File: src/rtl/stopwatch_ctrl.sv
// Stopwatch control sequencer.
// Conditions the raw buttons and switches, runs the RUN/PAUSE/ADJ/CLR mode FSM,
// and produces the 1 Hz count tick, the 2 Hz adjust tick, the clear pulse and
// the display blink flag, all in the system clock domain.
//
// state | meaning
// ------+--------------------------------------------------------------
// RUN   | counting, prescaler advances, cnt_tick at 1 Hz
// PAUSE | counting frozen, prescaler and phase hold their value
// ADJ   | adjust mode, prescaler advances, adj_tick at 2 Hz, field blinks
// CLR   | one-cycle clear, prescaler and phase forced to 0
module stopwatch_ctrl #(
    parameter int CLK_HZ    = 100_000_000,
    parameter int DB_CYCLES = 1_000_000
) (
    input  logic       clk,
    input  logic       rst,
    input  logic       btn_pause,
    input  logic       btn_clear,
    input  logic       sw_sel,
    input  logic       sw_adj,
    output logic       cnt_tick,
    output logic       adj_tick,
    output logic       adj_sel,
    output logic       clr,
    output logic       paused,
    output logic       blink,
    output logic [1:0] state
);

    localparam int HALF_DIV = CLK_HZ / 2;
    localparam int PW       = (HALF_DIV > 1) ? $clog2(HALF_DIV) : 1;
    localparam int DW       = $clog2(DB_CYCLES + 1);
    localparam logic [PW-1:0] PRE_LAST = PW'(HALF_DIV - 1);
    localparam logic [DW-1:0] DB_LAST  = DW'(DB_CYCLES - 1);

    typedef enum logic [1:0] {
        S_RUN   = 2'b00,
        S_PAUSE = 2'b01,
        S_ADJ   = 2'b10,
        S_CLR   = 2'b11
    } state_t;

    state_t cur_state;
    state_t nxt_state;

    // raw inputs packed as {sw_adj, sw_sel, btn_clear, btn_pause}
    logic [3:0] sync_a;
    logic [3:0] sync_b;

    logic [1:0]         db_lvl;
    logic [1:0]         db_lvl_q;
    logic [1:0][DW-1:0] db_cnt;
    logic [1:0]         press;
    logic               pause_ev;
    logic               clear_ev;
    logic               sw_adj_s;

    logic [PW-1:0] prescaler;
    logic          phase;
    logic          counting;
    logic          half_tick;

    logic cnt_tick_d;
    logic adj_tick_d;
    logic clr_d;

    // two-flop synchronizers for all four asynchronous board inputs
    always_ff @(posedge clk or posedge rst) begin
        if (rst) begin
            sync_a <= '0;
            sync_b <= '0;
        end else begin
            sync_a <= {sw_adj, sw_sel, btn_clear, btn_pause};
            sync_b <= sync_a;
        end
    end

    assign sw_adj_s = sync_b[3];
    assign adj_sel  = sync_b[2];

    // debounce both buttons: a level change is accepted after DB_CYCLES stable cycles
    always_ff @(posedge clk or posedge rst) begin
        if (rst) begin
            db_lvl   <= '0;
            db_lvl_q <= '0;
            db_cnt   <= '0;
        end else begin
            db_lvl_q <= db_lvl;
            for (int i = 0; i < 2; i++) begin
                if (sync_b[i] != db_lvl[i]) begin
                    if (db_cnt[i] == DB_LAST) begin
                        db_lvl[i] <= ~db_lvl[i];
                        db_cnt[i] <= '0;
                    end else begin
                        db_cnt[i] <= db_cnt[i] + DW'(1);
                    end
                end else begin
                    db_cnt[i] <= '0;
                end
            end
        end
    end

    // only presses are events; releases are deliberately ignored
    assign press    = db_lvl & ~db_lvl_q;
    assign pause_ev = press[0];
    assign clear_ev = press[1];

    assign counting  = (cur_state == S_RUN) || (cur_state == S_ADJ);
    assign half_tick = counting && (prescaler == PRE_LAST);

    // half-second prescaler; phase selects which half of the second we are in
    always_ff @(posedge clk or posedge rst) begin
        if (rst) begin
            prescaler <= '0;
            phase     <= 1'b0;
        end else if (cur_state == S_CLR) begin
            prescaler <= '0;
            phase     <= 1'b0;
        end else if (counting) begin
            if (half_tick) begin
                prescaler <= '0;
                phase     <= ~phase;
            end else begin
                prescaler <= prescaler + PW'(1);
            end
        end
    end

    // mode state register
    always_ff @(posedge clk or posedge rst) begin
        if (rst) begin
            cur_state <= S_RUN;
        end else begin
            cur_state <= nxt_state;
        end
    end

    // next-state logic; a clear press overrides everything, including a simultaneous pause
    always_comb begin
        nxt_state = cur_state;
        if (clear_ev) begin
            nxt_state = S_CLR;
        end else begin
            unique case (cur_state)
                S_RUN: begin
                    if (pause_ev)      nxt_state = S_PAUSE;
                    else if (sw_adj_s) nxt_state = S_ADJ;
                end
                S_PAUSE: begin
                    if (pause_ev) nxt_state = sw_adj_s ? S_ADJ : S_RUN;
                end
                S_ADJ: begin
                    if (pause_ev)       nxt_state = S_PAUSE;
                    else if (!sw_adj_s) nxt_state = S_RUN;
                end
                S_CLR: begin
                    nxt_state = sw_adj_s ? S_ADJ : S_RUN;
                end
                default: nxt_state = S_RUN;
            endcase
        end
    end

    // output decode; pulses are gated so none appears across a mode change that disallows it
    always_comb begin
        cnt_tick_d = half_tick && phase && (cur_state == S_RUN) && (nxt_state == S_RUN);
        adj_tick_d = half_tick && (cur_state == S_ADJ) && (nxt_state == S_ADJ);
        clr_d      = (nxt_state == S_CLR);
        paused     = (cur_state == S_PAUSE);
        blink      = (cur_state == S_ADJ) ? ~phase : 1'b1;
        state      = cur_state;
    end

    // registered one-cycle output pulses
    always_ff @(posedge clk or posedge rst) begin
        if (rst) begin
            cnt_tick <= 1'b0;
            adj_tick <= 1'b0;
            clr      <= 1'b0;
        end else begin
            cnt_tick <= cnt_tick_d;
            adj_tick <= adj_tick_d;
            clr      <= clr_d;
        end
    end

endmodule
File: config.mk
export PLATFORM = sky130hd
export DESIGN_NAME = stopwatch_ctrl
export DESIGN_NICKNAME = d
export VERILOG_FILES = /design/src/rtl/stopwatch_ctrl.sv
export SDC_FILE = /design/constraint.sdc
export NUM_CORES = 1
export LEC_CHECK = 0
export CORE_ASPECT_RATIO = 1.1
export CORE_UTILIZATION = 65
export DETAILED_ROUTE_END_ITERATION = 6
export PLACE_DENSITY_LB_ADDON = 0.2
export SKIP_CTS_REPAIR_TIMING = 1
export SYNTH_ARGS = -nofsm -noshare
export SYNTH_HDL_FRONTEND = slang
export SYNTH_SLANG_ARGS = --single-unit
File: constraint.sdc
create_clock -name clk -period 6.45 [get_ports clk]
set_clock_uncertainty 0.05 [all_clocks]
set_input_delay 0.645 -clock clk [delete_from_list [all_inputs] [get_ports clk]]
set_output_delay 0.645 -clock clk [all_outputs]
set_load 0.03 [all_outputs]
==> results.md, run 1 <==
Run status:
- The run finished with clean final reports.

Routing:
- The remaining routing DRC violations is 0.
- In the final routed layout, each cell accounts on average for 15.2 um.
- For this block, the initial DRC count from the detailed router was 283.
- For this block, the routed nets add up to 7.55 mm of wire.
- The first detailed-routing pass ran for 4 iterations.
- Once detail routing completed, the nets flagged for antenna violations numbered 0.
- After detailed routing, the number of vias per cell comes to 5.99.
- For this block, the via count after detailed routing is 2971.

Critical path:
- The endpoint kind of the worst setup timing path is a primary output.
- Data on the critical path is required at its endpoint by 5.75 ns.
- The cell with the largest stage delay on the worst path is clkdlybuf4s50_1.
- The longest individual stage delay on the worst path is 0.79 ns.
- The worst setup path is launched from a register.
- Traced cell by cell, the critical path runs through nand2b_1 > inv_1 > clkdlybuf4s50_1.
- Of all nets on the critical path, the largest fanout is 21.
- Data on the critical path arrives at its endpoint at 2.70 ns.
- The path type of the worst setup path is register to primary output.

Pwr:
- The clock network accounts for 39.7% of the total power.
- The maximum vdd ir drop is 0.000152 V.
- The share of total power dissipated in combinational logic is 2.9%.
- In this run the power spent charging and discharging nets is 199 uW.
- The power density over the cells is 212 nW/um2.
- The cell-internal power is 736 uW.
- In this run switching power makes up 21.3% of total power.
- The leakage power is 1.94 nW.
- Sequential cells account for 57.4% of the total power.

Logic synthesis:
- After synthesis, the largest family of logic cells by area is simple AND/OR/NAND/NOR gates.
- The mean instance size in the synthesized netlist is 10.1 um2.
- The netlist uses 56 different library cells.
- The Yosys step of the flow raised 0 warnings.
- The synthesized design contains 0 enable-type register cells.
- The main flop type after synthesis is dfrtp_1.
- Summing the areas of all fa, ha and maj instances in the mapped netlist gives 0.922% of the synthesized area.
- The post-synthesis cell area is 4070 um2.
- When the netlist entered floorplanning its net count stood at 414.
- The post-synthesis mux area share is 1.04%.
- Synthesis inferred 84 register bits.
- The synthesized netlist devotes 8.27% of its cell area to compound gates.
- Summing the areas of all and, or, nand and nor instances in the mapped netlist gives 26.1% of the synthesized area.
- The sequential area share after synthesis is 51.6%.
- The cell count after synthesis came out at 405.
- Summing the areas of all xor and xnor instances in the mapped netlist gives 8.60% of the synthesized area.
- The async set-reset flop share out of synthesis is 100%.

Clock tree:
- Counting the buffers created by CTS gives 9.
- In this run the number of H-tree levels came out at 3.
- Counting along the longest clock path gives a buffer depth of 2.
- The TritonCTS clock tree is yes.
- The library cell used as clock root buffer is clkbuf_8.
- The worst-skew pair later-pin latency is 0.35 ns.
- The clock transition at the register clock pins on the worst setup and hold paths after CTS is 0.07 ns.
- The number of clock sinks is 84.

Hold path:
- The worst hold-check path type is register to register.

Layout:
- The number of antenna diodes is 0.
- The area growth from synthesis to layout is 8.45%.
- The final instance area is 4420 um2.
- After the last flow step, the layout net total stands at 425.
- The final cell count without fillers is 496.
- The fraction of final layout cells with drive strength greater than 1 is 8.83%.

Global route:
- The pin count of the biggest net entering global routing is 85.
- The via count of the first global-routing pass is 2969.
- The number of antenna violations at the first check in global routing is 0.
- The wire length of the first global-routing pass is 13.6 mm.
- The residual overflow from global routing is 0.
- The overall routing resource usage is 26.5%.

Placed design:
- Including well taps, the total number of placed cells is 482.
- The post-placement worst setup slack is 3.47 ns.
- Summing all placed instances gives a cell area of 4230 um2.
- The count of buffers from port buffering is 13.
- Detailed placement ended at an HPWL of 4.94 mm.
- The placer's final routability congestion estimate is 0.801.

Floorplan:
- The region available for standard cell placement spans 5910 um2.
- The floorplan has 29 rows.
- The width of the chip is 77.5 um.
- The die height is 85.0 um.
- The die outline area is 6580 um2.
- The initial standard-cell utilization of the core is 68.8%.
- For this design the top-level I/O count stands at 14.

STA:
- The sum of negative setup slack is 0 ns.
- The smallest clock period supported by the final layout is computed as 3.40 ns.
- Setup repair after global routing left no endpoint under its margin.
- Setup slack closes at 3.05 ns.
- The number of pins exceeding their max-slew limit in the final report came to 0.
- The highest attainable clock frequency is 294 MHz.
- The number of failing hold endpoints at the final stage is 0.
- Measured against its own limit, the worst slew margin works out to 24.8%.
- Of the available clock period, the critical path in the final layout requires 52.7%.
- The count of endpoints failing setup in the final report is 0.
- At the pin with the least slew margin, the transition time is 1.13 ns.

Job:
- Across the run, the number of max-cap violations was 0.
## cells by family (layout without fill, tap and decap cells)
logic type                 Yosys count  after routing
and+or+nand+nor                    193            193
DFF                                 84             84
AOI/OAI and AO/OA                   51             51
xor gates and xnor gates            40             40
buffers and inverters               30             44
muxes                                4              4
adders and majority gates            3              3
## worst paths after layout
kind	from	endpoint	slack (ns)	cells after the start
setup / recovery	state[0]$_DFF_PP0_	paused	3.05	3
hold / removal	sync_a[0]$_DFF_PP0_	sync_b[0]$_DFF_PP0_	0.30	0
setup reg to reg	prescaler[0]$_DFFE_PP0P_	prescaler[25]$_DFFE_PP0P_	3.97	6
hold reg to reg	sync_a[0]$_DFF_PP0_	sync_b[0]$_DFF_PP0_	0.30	0
max in group asynchronous	rst	db_cnt[19]$_DFF_PP0_	4.80	3
min in group asynchronous	rst	db_cnt[16]$_DFF_PP0_	0.87	3
## area by class of cell
type / count / area [um2]
tap: 77 / 96.3
clock buffer: 12 / 155
clock inverter: 2 / 35.0
inverter: 16 / 61.3
sequential: 84 / 2100
multi-input combinational: 291 / 1830
fill: 411 / 1500
timing repair buffer: 14 / 138
## flip-flops by register name, indices dropped and copies added (netlist names), 2 cells and up
signal     flops
db_cnt        40
prescaler     26
sync_a         4
sync_b         4
db_lvl         2
db_lvl_q       2
state          2
## synthesized netlist by cell type, drive strengths merged, types with 2 or more instances
cell type / count / area share (%)
xnor2: 21 / 4.5
a31oi: 8 / 1.2
o21ai: 15 / 1.8
a21oi: 9 / 1.2
or2: 3 / 0.46
nand2: 30 / 2.9
o211ai: 3 / 0.55
nor3: 11 / 1.4
ha: 3 / 0.92
mux2i: 2 / 0.49
a211o: 2 / 0.43
inv: 16 / 1.5
nor2: 57 / 5.3
or4: 3 / 0.55
buf: 9 / 1.5
dfrtp: 84 / 52
and4: 3 / 0.68
nor4: 13 / 3.1
and2: 2 / 0.34
o31a: 2 / 0.49
nand3: 32 / 4.4
a21o: 6 / 1.3
xor2: 19 / 4.1
nand2b: 6 / 0.92
nor3b: 2 / 0.37
and3: 8 / 1.3
clkbuf: 5 / 0.46
or3: 2 / 0.31
mux2: 2 / 0.55
nand4: 13 / 2.4
## power by group through the flow
| stage | combinational [mW] | clock [mW] | sequential, mW |
|---|---|---|---|
| CTS | 0.0285 | 0.376 | 0.537 |
| finish | 0.0272 | 0.371 | 0.537 |
| floorplan | 0.0175 | 0 | 0.547 |
| global placement | 0.0273 | 0 | 0.547 |
| detailed placement | 0.0285 | 0 | 0.547 |
| global route | 0.0320 | 0.395 | 0.537 |
## per-stage QoR
step / utilization [%] / power (mW) / hold WS, ns
floorplan: - / 0.565 / 0.281
global placement: 71.4 / 0.574 / 0.284
detailed placement: 71.4 / 0.576 / 0.286
CTS: 74.7 / 0.942 / 0.303
global route: 74.7 / 0.965 / 0.305
finish: 74.7 / 0.935 / 0.300
## placed cells by master, fill, tap and decap left out, types with 3 or more instances in the layout
cell type / Yosys / layout
nand3_1: 30 / 30
a31oi_1: 8 / 8
a21oi_1: 8 / 8
clkbuf_8: 0 / 11
xnor2_1: 21 / 21
or4_1: 3 / 3
dfrtp_1: 84 / 84
nor2_1: 57 / 57
or2_2: 3 / 3
nand2b_1: 6 / 6
nand2_1: 28 / 28
nor3_1: 11 / 11
inv_1: 16 / 15
a21o_1: 5 / 5
ha_1: 3 / 3
xor2_1: 19 / 19
clkdlybuf4s50_1: 0 / 13
nor4_4: 3 / 3
nand4_1: 12 / 12
o21ai_0: 15 / 15
nor4_1: 10 / 10
o211ai_1: 3 / 3
and3_1: 6 / 6
## layer usage
metal	GRT usage (%)	routed length [um]	vias up
met4	12.2	165	0
met2	43.0	3690	61
met1	35.3	3440	1457
met3	4.09	257	14
met5	0	0	-
li1	-	-	1439
## critical path, delay by kind of cell, from the launching register on
| kind | cells | cell delay [ns] |
|---|---|---|
| flip-flops | 1 | 0.67 |
| AND/OR/NAND/NOR | 1 | 0.31 |
| buffers and inverters | 2 | 1.36 |
(Power assumes the default switching activity.)
==> run 2, diff against run 1 <==
--- a/config.mk
+++ b/config.mk
@@ -6,7 +6,7 @@
 export NUM_CORES = 1
 export LEC_CHECK = 0
 export CORE_ASPECT_RATIO = 1.1
-export CORE_UTILIZATION = 65
+export CORE_UTILIZATION = 55
 export DETAILED_ROUTE_END_ITERATION = 6
 export PLACE_DENSITY_LB_ADDON = 0.2
 export SKIP_CTS_REPAIR_TIMING = 1
==> constraint.sdc (replaced) <==
create_clock -name clk -period 2.7 [get_ports clk]
set_clock_uncertainty 0.05 [all_clocks]
set_input_delay 0.27 -clock clk [delete_from_list [all_inputs] [get_ports clk]]
set_output_delay 0.27 -clock clk [all_outputs]
set_load 0.03 [all_outputs]
==> results.md, run 2 (synthesis gave the netlist of run 1 again) <==
Run status:
- The flow ran to the end, but the final reports show violations.
- The checks that failed: design-rule violations.

Routing:
- The detailed-route wire length per cell came to 15.0 um (-1.6%).
- The per-cell via count in the routed design is 5.82 (-2.8%).
- The residual antenna-violating net count after detailed routing is 0 (unchanged).
- The via count came to 2982 (+0.37%).
- The number of DRC violations after detailed-routing iteration 0 is 163 (-42%).
- The sum of routed wire length over all layers is 7.67 mm (+1.6%).
- The remaining routing DRC violations is 2 (+2).
- The iteration count of the initial detailed-routing pass is 7 (+3).

Clock tree:
- The number of H-tree levels is 3 (unchanged).
- The number of buffers added by the clock tree synthesis step is 9 (unchanged).
- The worst-skew pair later-pin latency is 0.35 ns (about the same).
- In this run the clock root is driven by a clkbuf_8.
- The largest buffer count on any clock path is 2 (unchanged).
- The clock transition at the register clock pins on the worst setup and hold paths after CTS was 0.09 ns (+0.02 ns).
- The TritonCTS clock tree is yes.
- The number of clock sinks came to 84 (unchanged).

Floorplan:
- The die height came to 92.2 um (+8.5%).
- The top-level I/O count is 14 (unchanged).
- The width of the chip was 84.0 um (+8.5%).
- The initial standard-cell utilization of the core came to 57.5% (-11 points).
- The row count came to 32 (+10%).
- The die outline area is 7750 um2 (+18%).
- The area of the placeable core is 7090 um2 (+20%).

Placed design:
- The count of buffers from port buffering came to 13 (unchanged).
- The placed instance count came to 496 (+2.9%).
- The half-perimeter wire length after detailed placement is 5.09 mm (+3.1%).
- The post-placement worst setup slack came to 0.310 ns (-3.16 ns).
- The placer's final routability congestion estimate is 0.808 (+0.84%).
- The placed cell area is 4290 um2 (+1.6%).

Layout:
- The number of filler cells placed in the layout is 590 (+44%).
- The number of antenna diodes was 0 (unchanged).
- The layout net count is 431 (+1.4%).
- The final instance area is 4500 um2 (+1.8%).
- The largest registers in the layout are db_cnt: 40 flops, prescaler: 26 flops.
- In the layout the commonest cells are 84 x dfrtp_1, 57 x nor2_1, 30 x nand3_1.
- The flip-flop count of the largest register, all copies and words added is 40 (unchanged).
- The post-route core utilization is 63.4% (-11 points).
- Counting flops per register, the top entry is db_cnt.
- The fraction of final layout cells with drive strength greater than 1 came to 10.5% (+1.7 points).
- The leading cell type in the layout, fill and taps excluded is dfrtp_1.
- The post-synthesis to final-layout area growth is 10.4%.
- The final cell count without fillers is 512 (+3.2%).

STA:
- The minimum setup slack in the final design was 0.290 ns (-2.76 ns).
- The highest attainable clock frequency is 415 MHz.
- The normalized max-slew margin is 28.0% (+3.2 points).
- Counting I/O delays and the setup requirement, the final critical path takes 2.41 ns.
- The number of failing hold endpoints at the final stage is 0 (unchanged).
- The actual transition at the worst max-transition pin is 1.08 ns (-0.0483 ns).
- The count of endpoints failing setup in the final report is 0 (unchanged).
- In the finished design, the share of the clock period the worst path needs comes to 89.3%.
- Setup repair after global routing left no endpoint under its margin.
- The number of pins exceeding their max-slew limit in the final report was 0 (unchanged).
- The sum of negative setup slack came to 0 ns (unchanged).
- The worst hold slack across all endpoints is 0.201 ns (-0.0990 ns).

Pwr:
- The switching portion of total power is 22.8% (+1.5 points).
- The part of the power in registers was 56.6% (-0.8 points).
- The post-layout total power is 2.26 mW (+140%).
- The combinational group share of total power came to 3.0% (about the same).
- The power share of the clock group is 40.4% (+0.7 points).
- The cell-internal power is 1.75 mW (+140%).
- The net switching power is 515 uW (+160%).
- The leakage power was 1.97 nW (+1.6%).
- The maximum vdd ir drop is 0.000445 V (+190%).
- The power density over the cells is 503 nW/um2 (+140%).

Critical path:
- The path type of the worst setup path is register to register.
- The data arrival time of the worst path is 2.63 ns (-0.07 ns).
- The endpoint kind of the worst setup timing path is a register.
- The critical path startpoint category is a register.
- The largest fanout on the critical path was 27 (+29%).
- The required arrival time at the worst endpoint is 2.92 ns (-2.83 ns).

Global route:
- The residual overflow from global routing is 0 (unchanged).
- The pin count of the biggest net entering global routing is 36 (-58%).
- The number of antenna violations at the first check in global routing was 0 (unchanged).
- The wire length of the first global-routing pass is 13.5 mm (-0.61%).
- The overall routing resource usage is 22.2% (-4.3 points).
- The via count of the first global-routing pass is 2938 (-1.0%).

Job:
- The number of maximum-capacitance violations is 0 (unchanged).

Hold path:
- The worst hold-check path type is input port to asynchronous set/reset pin.
## run 2: cell count changes in the layout (fill, tap and decap cells not counted), sizes merged
cell	previous run	this run
buf	1	7
clkinvlp	0	3
clkbuf	12	11
## run 2: area by class of cell
class / instances / area (um2) / share of cell area, %
Sequential cell: 84 / 2100 / 46.8
Multi-Input combinational cell: 291 / 1830 / 40.7
Timing Repair Buffer: 20 / 195 / 4.34
Clock buffer: 11 / 141 / 3.15
Tap cell: 85 / 106 / 2.37
Clock inverter: 5 / 61.3 / 1.36
Inverter: 16 / 61.3 / 1.36
## run 2: final timing paths
kind / end / cells past startpoint / startpoint / slack, ns
setup / recovery: prescaler[25]$_DFFE_PP0P_ / 6 / prescaler[0]$_DFFE_PP0P_ / 0.29
hold / removal: db_cnt[21]$_DFF_PP0_ / 2 / rst / 0.20
setup reg to reg: prescaler[25]$_DFFE_PP0P_ / 6 / prescaler[0]$_DFFE_PP0P_ / 0.29
hold reg to reg: sync_b[1]$_DFF_PP0_ / 0 / sync_a[1]$_DFF_PP0_ / 0.30
max in group asynchronous: db_cnt[7]$_DFF_PP0_ / 3 / rst / 1.74
min in group clk: sync_a[2]$_DFF_PP0_ / 1 / sw_sel / 0.30
## run 2: power groups by stage
stage / Sequential [mW] / Clock (mW) / Combinational [mW]
6_report: 1.28 / 0.914 / 0.0678
5_1_grt: 1.28 / 0.986 / 0.0801
4_1_cts: 1.28 / 0.930 / 0.0704
3_5_place_dp: 1.31 / 0 / 0.0703
3_3_place_gp: 1.31 / 0 / 0.0690
2_1_floorplan: 1.31 / 0 / 0.0417
## run 2: worst max-delay path: stages, from the launching register on
cell and delay (ns):
dfrtp_1 0.45, ha_1 0.28, nand3_2 0.20, nor4_4 0.09, a21oi_2 0.81, o21ai_0 0.22, a31oi_1 0.21
## run 2: per-layer routing
metal / share of wire (%) / global-route usage, % / up-vias
met2: 50 / 36.6 / 45
met4: 1.7 / 8.62 / 0
li1: - / - / 1452
met5: 0 / 0 / -
met1: 45 / 29.0 / 1474
met3: 3.1 / 4.41 / 11
==> run 3, diff against run 2 <==
--- a/config.mk
+++ b/config.mk
@@ -5,10 +5,13 @@
 export SDC_FILE = /design/constraint.sdc
 export NUM_CORES = 1
 export LEC_CHECK = 0
+export ABC_CLOCK_PERIOD_IN_PS = 2700
 export CORE_ASPECT_RATIO = 1.1
+export CORE_MARGIN = 5
 export CORE_UTILIZATION = 55
 export DETAILED_ROUTE_END_ITERATION = 6
 export PLACE_DENSITY_LB_ADDON = 0.2
+export REMOVE_ABC_BUFFERS = 1
 export SKIP_CTS_REPAIR_TIMING = 1
 export SYNTH_ARGS = -nofsm -noshare
 export SYNTH_HDL_FRONTEND = slang
==> results.md, run 3 (synthesis gave the netlist of run 1 again) <==
Run status:
- The run finished with clean final reports.

Routing:
- The detailed-route wire length per cell is 14.9 um (-0.86%).
- The number of DRC violations after detailed-routing iteration 0 came to 90 (-45%).
- The residual antenna-violating net count after detailed routing is 0 (unchanged).
- The iteration count of the initial detailed-routing pass came to 4 (-3).
- The via count is 2908 (-2.5%).
- The sum of routed wire length over all layers was 7.64 mm (-0.47%).
- The per-cell via count in the routed design is 5.66 (-2.9%).
- The remaining routing DRC violations came to 0 (-2).

Floorplan:
- The initial standard-cell utilization of the core is 55.4% (-2.1 points).
- The row count was 33 (+3.1%).
- The die height is 100 um (+8.7%).
- The top-level I/O count is 14 (unchanged).
- The area of the placeable core is 7350 um2 (+3.7%).
- The width of the chip was 92.0 um (+9.5%).
- The die outline area came to 9230 um2 (+19%).

Critical path:
- STA classifies the critical path startpoint as a register.
- The endpoint kind of the worst setup timing path is a register.
- The critical path is of the register to register type.
- The data arrival time of the worst path is 2.65 ns (+0.02 ns).
- In this run the critical register-to-register path is launched from prescaler[0]$_DFFE_PP0P_.
- The beginning of the critical path is prescaler[0]$_DFFE_PP0P_.
- The largest fanout on the critical path was 27 (unchanged).
- The required arrival time at the worst endpoint was 2.93 ns (about the same).

Job:
- The number of maximum-capacitance violations is 0 (unchanged).

STA:
- The number of pins exceeding their max-slew limit in the final report came to 0 (unchanged).
- The minimum period implied by the final worst setup slack is 2.42 ns (+0.0138 ns).
- The highest attainable clock frequency was 413 MHz (-0.57%).
- The final cycle utilization of the critical path is 89.8% (+0.51 points).
- The count of endpoints failing setup in the final report was 0 (unchanged).
- The normalized max-slew margin is 24.2% (-3.8 points).
- Setup repair after global routing left no endpoint under its margin.
- The actual transition at the worst max-transition pin is 1.14 ns (+0.0577 ns).
- The worst hold slack across all endpoints is 0.206 ns (+0.00511 ns).
- The number of failing hold endpoints at the final stage is 0 (unchanged).
- The minimum setup slack in the final design came to 0.276 ns (-0.0138 ns).
- The sum of negative setup slack is 0 ns (unchanged).

Layout:
- The flip-flop count of the largest register, all copies and words added is 40 (unchanged).
- The fraction of final layout cells with drive strength greater than 1 was 10.5% (unchanged).
- The number of filler cells placed in the layout is 632 (+7.1%).
- The final instance area is 4490 um2 (about the same).
- The largest registers in the layout are db_cnt: 40 flops, prescaler: 26 flops.
- Leaving out fill and tap cells, the most frequent cell in the layout is dfrtp_1.
- The number of antenna diodes is 0 (unchanged).
- The post-synthesis to final-layout area growth is 10.4% (about the same).
- The final cell count without fillers is 514 (+0.39%).
- The post-route core utilization is 61.2% (-2.3 points).
- The top cell types in the final layout, fill and taps aside, are 84 x dfrtp_1, 57 x nor2_1, 30 x nand3_1.
- The layout net count came to 432 (+0.23%).
- Ranked by flip-flop count, first place goes to db_cnt.

Clock tree:
- CTS placed an instance of clkbuf_8 at the clock tree root.
- The clock transition at the register clock pins on the worst setup and hold paths after CTS is 0.09 ns (about the same).
- The number of buffers added by the clock tree synthesis step is 9 (unchanged).
- The largest buffer count on any clock path was 2 (unchanged).
- The number of H-tree levels came to 3 (unchanged).
- The worst-skew pair later-pin latency is 0.35 ns (about the same).
- The TritonCTS clock tree is yes.
- The number of clock sinks is 84 (unchanged).

Placed design:
- The placed cell area was 4300 um2 (+0.23%).
- The placer's final routability congestion estimate came to 0.879 (+8.8%).
- The placed instance count came to 499 (+0.60%).
- The half-perimeter wire length after detailed placement was 5.18 mm (+1.7%).
- The count of buffers from port buffering is 13 (unchanged).
- The post-placement worst setup slack came to 0.307 ns (-0.00244 ns).

Pwr:
- The post-layout total power is 2.23 mW (-1.3%).
- The leakage power is 1.98 nW (+0.19%).
- The power density over the cells is 497 nW/um2 (-1.3%).
- The maximum vdd ir drop was 0.000336 V (-24%).

Global route:
- The number of antenna violations at the first check in global routing is 0 (unchanged).
- The residual overflow from global routing came to 0 (unchanged).
- The via count of the first global-routing pass is 2877 (-2.1%).
- The overall routing resource usage is 18.4% (-3.8 points).
- The pin count of the biggest net entering global routing is 42 (+17%).
- The wire length of the first global-routing pass came to 13.6 mm (+0.81%).

Hold path:
- The tightest min-delay check is of the input port to asynchronous set/reset pin type.
## run 3: worst max-delay path, stage by stage, from the launching register on
cell and delay [ns]:
dfrtp_1 0.45, ha_1 0.28, nand3_2 0.19, nor4_4 0.09, a21oi_2 0.85, o21ai_0 0.22, a31oi_1 0.21
## run 3: final timing paths
path	depth (start not counted)	end	slack, ns
setup / recovery	6	prescaler[25]$_DFFE_PP0P_	0.28
hold / removal	2	db_cnt[2]$_DFF_PP0_	0.21
setup reg to reg	6	prescaler[25]$_DFFE_PP0P_	0.28
hold reg to reg	0	sync_b[3]$_DFF_PP0_	0.30
max in group asynchronous	3	sync_b[1]$_DFF_PP0_	1.79
min in group clk	0	sync_b[3]$_DFF_PP0_	0.30
## run 3: power breakdown
part           internal [mW]  switching, mW  leakage (nW)
Sequential              1.27         0.0107          1.13
Combinational         0.0225         0.0449         0.753
Clock                  0.446          0.438        0.0914
Total                   1.74          0.494          1.98
## run 3: metal layers
metal	track usage [%]	vias to the layer above	wire, um
met5	0	-	0
met1	24.9	1396	3590
met2	28.6	44	3670
li1	-	1454	-
met4	8.91	0	169
met3	3.82	14	208
## run 3: cell type report
cell class / instances / area (um2) / share of cell area, %
clock buffer: 11 / 141 / 3.15
clock inverter: 4 / 50.0 / 1.11
inverter: 16 / 61.3 / 1.36
multi-input combinational: 291 / 1830 / 40.7
sequential: 84 / 2100 / 46.8
tap: 87 / 109 / 2.42
timing repair buffer: 21 / 203 / 4.51
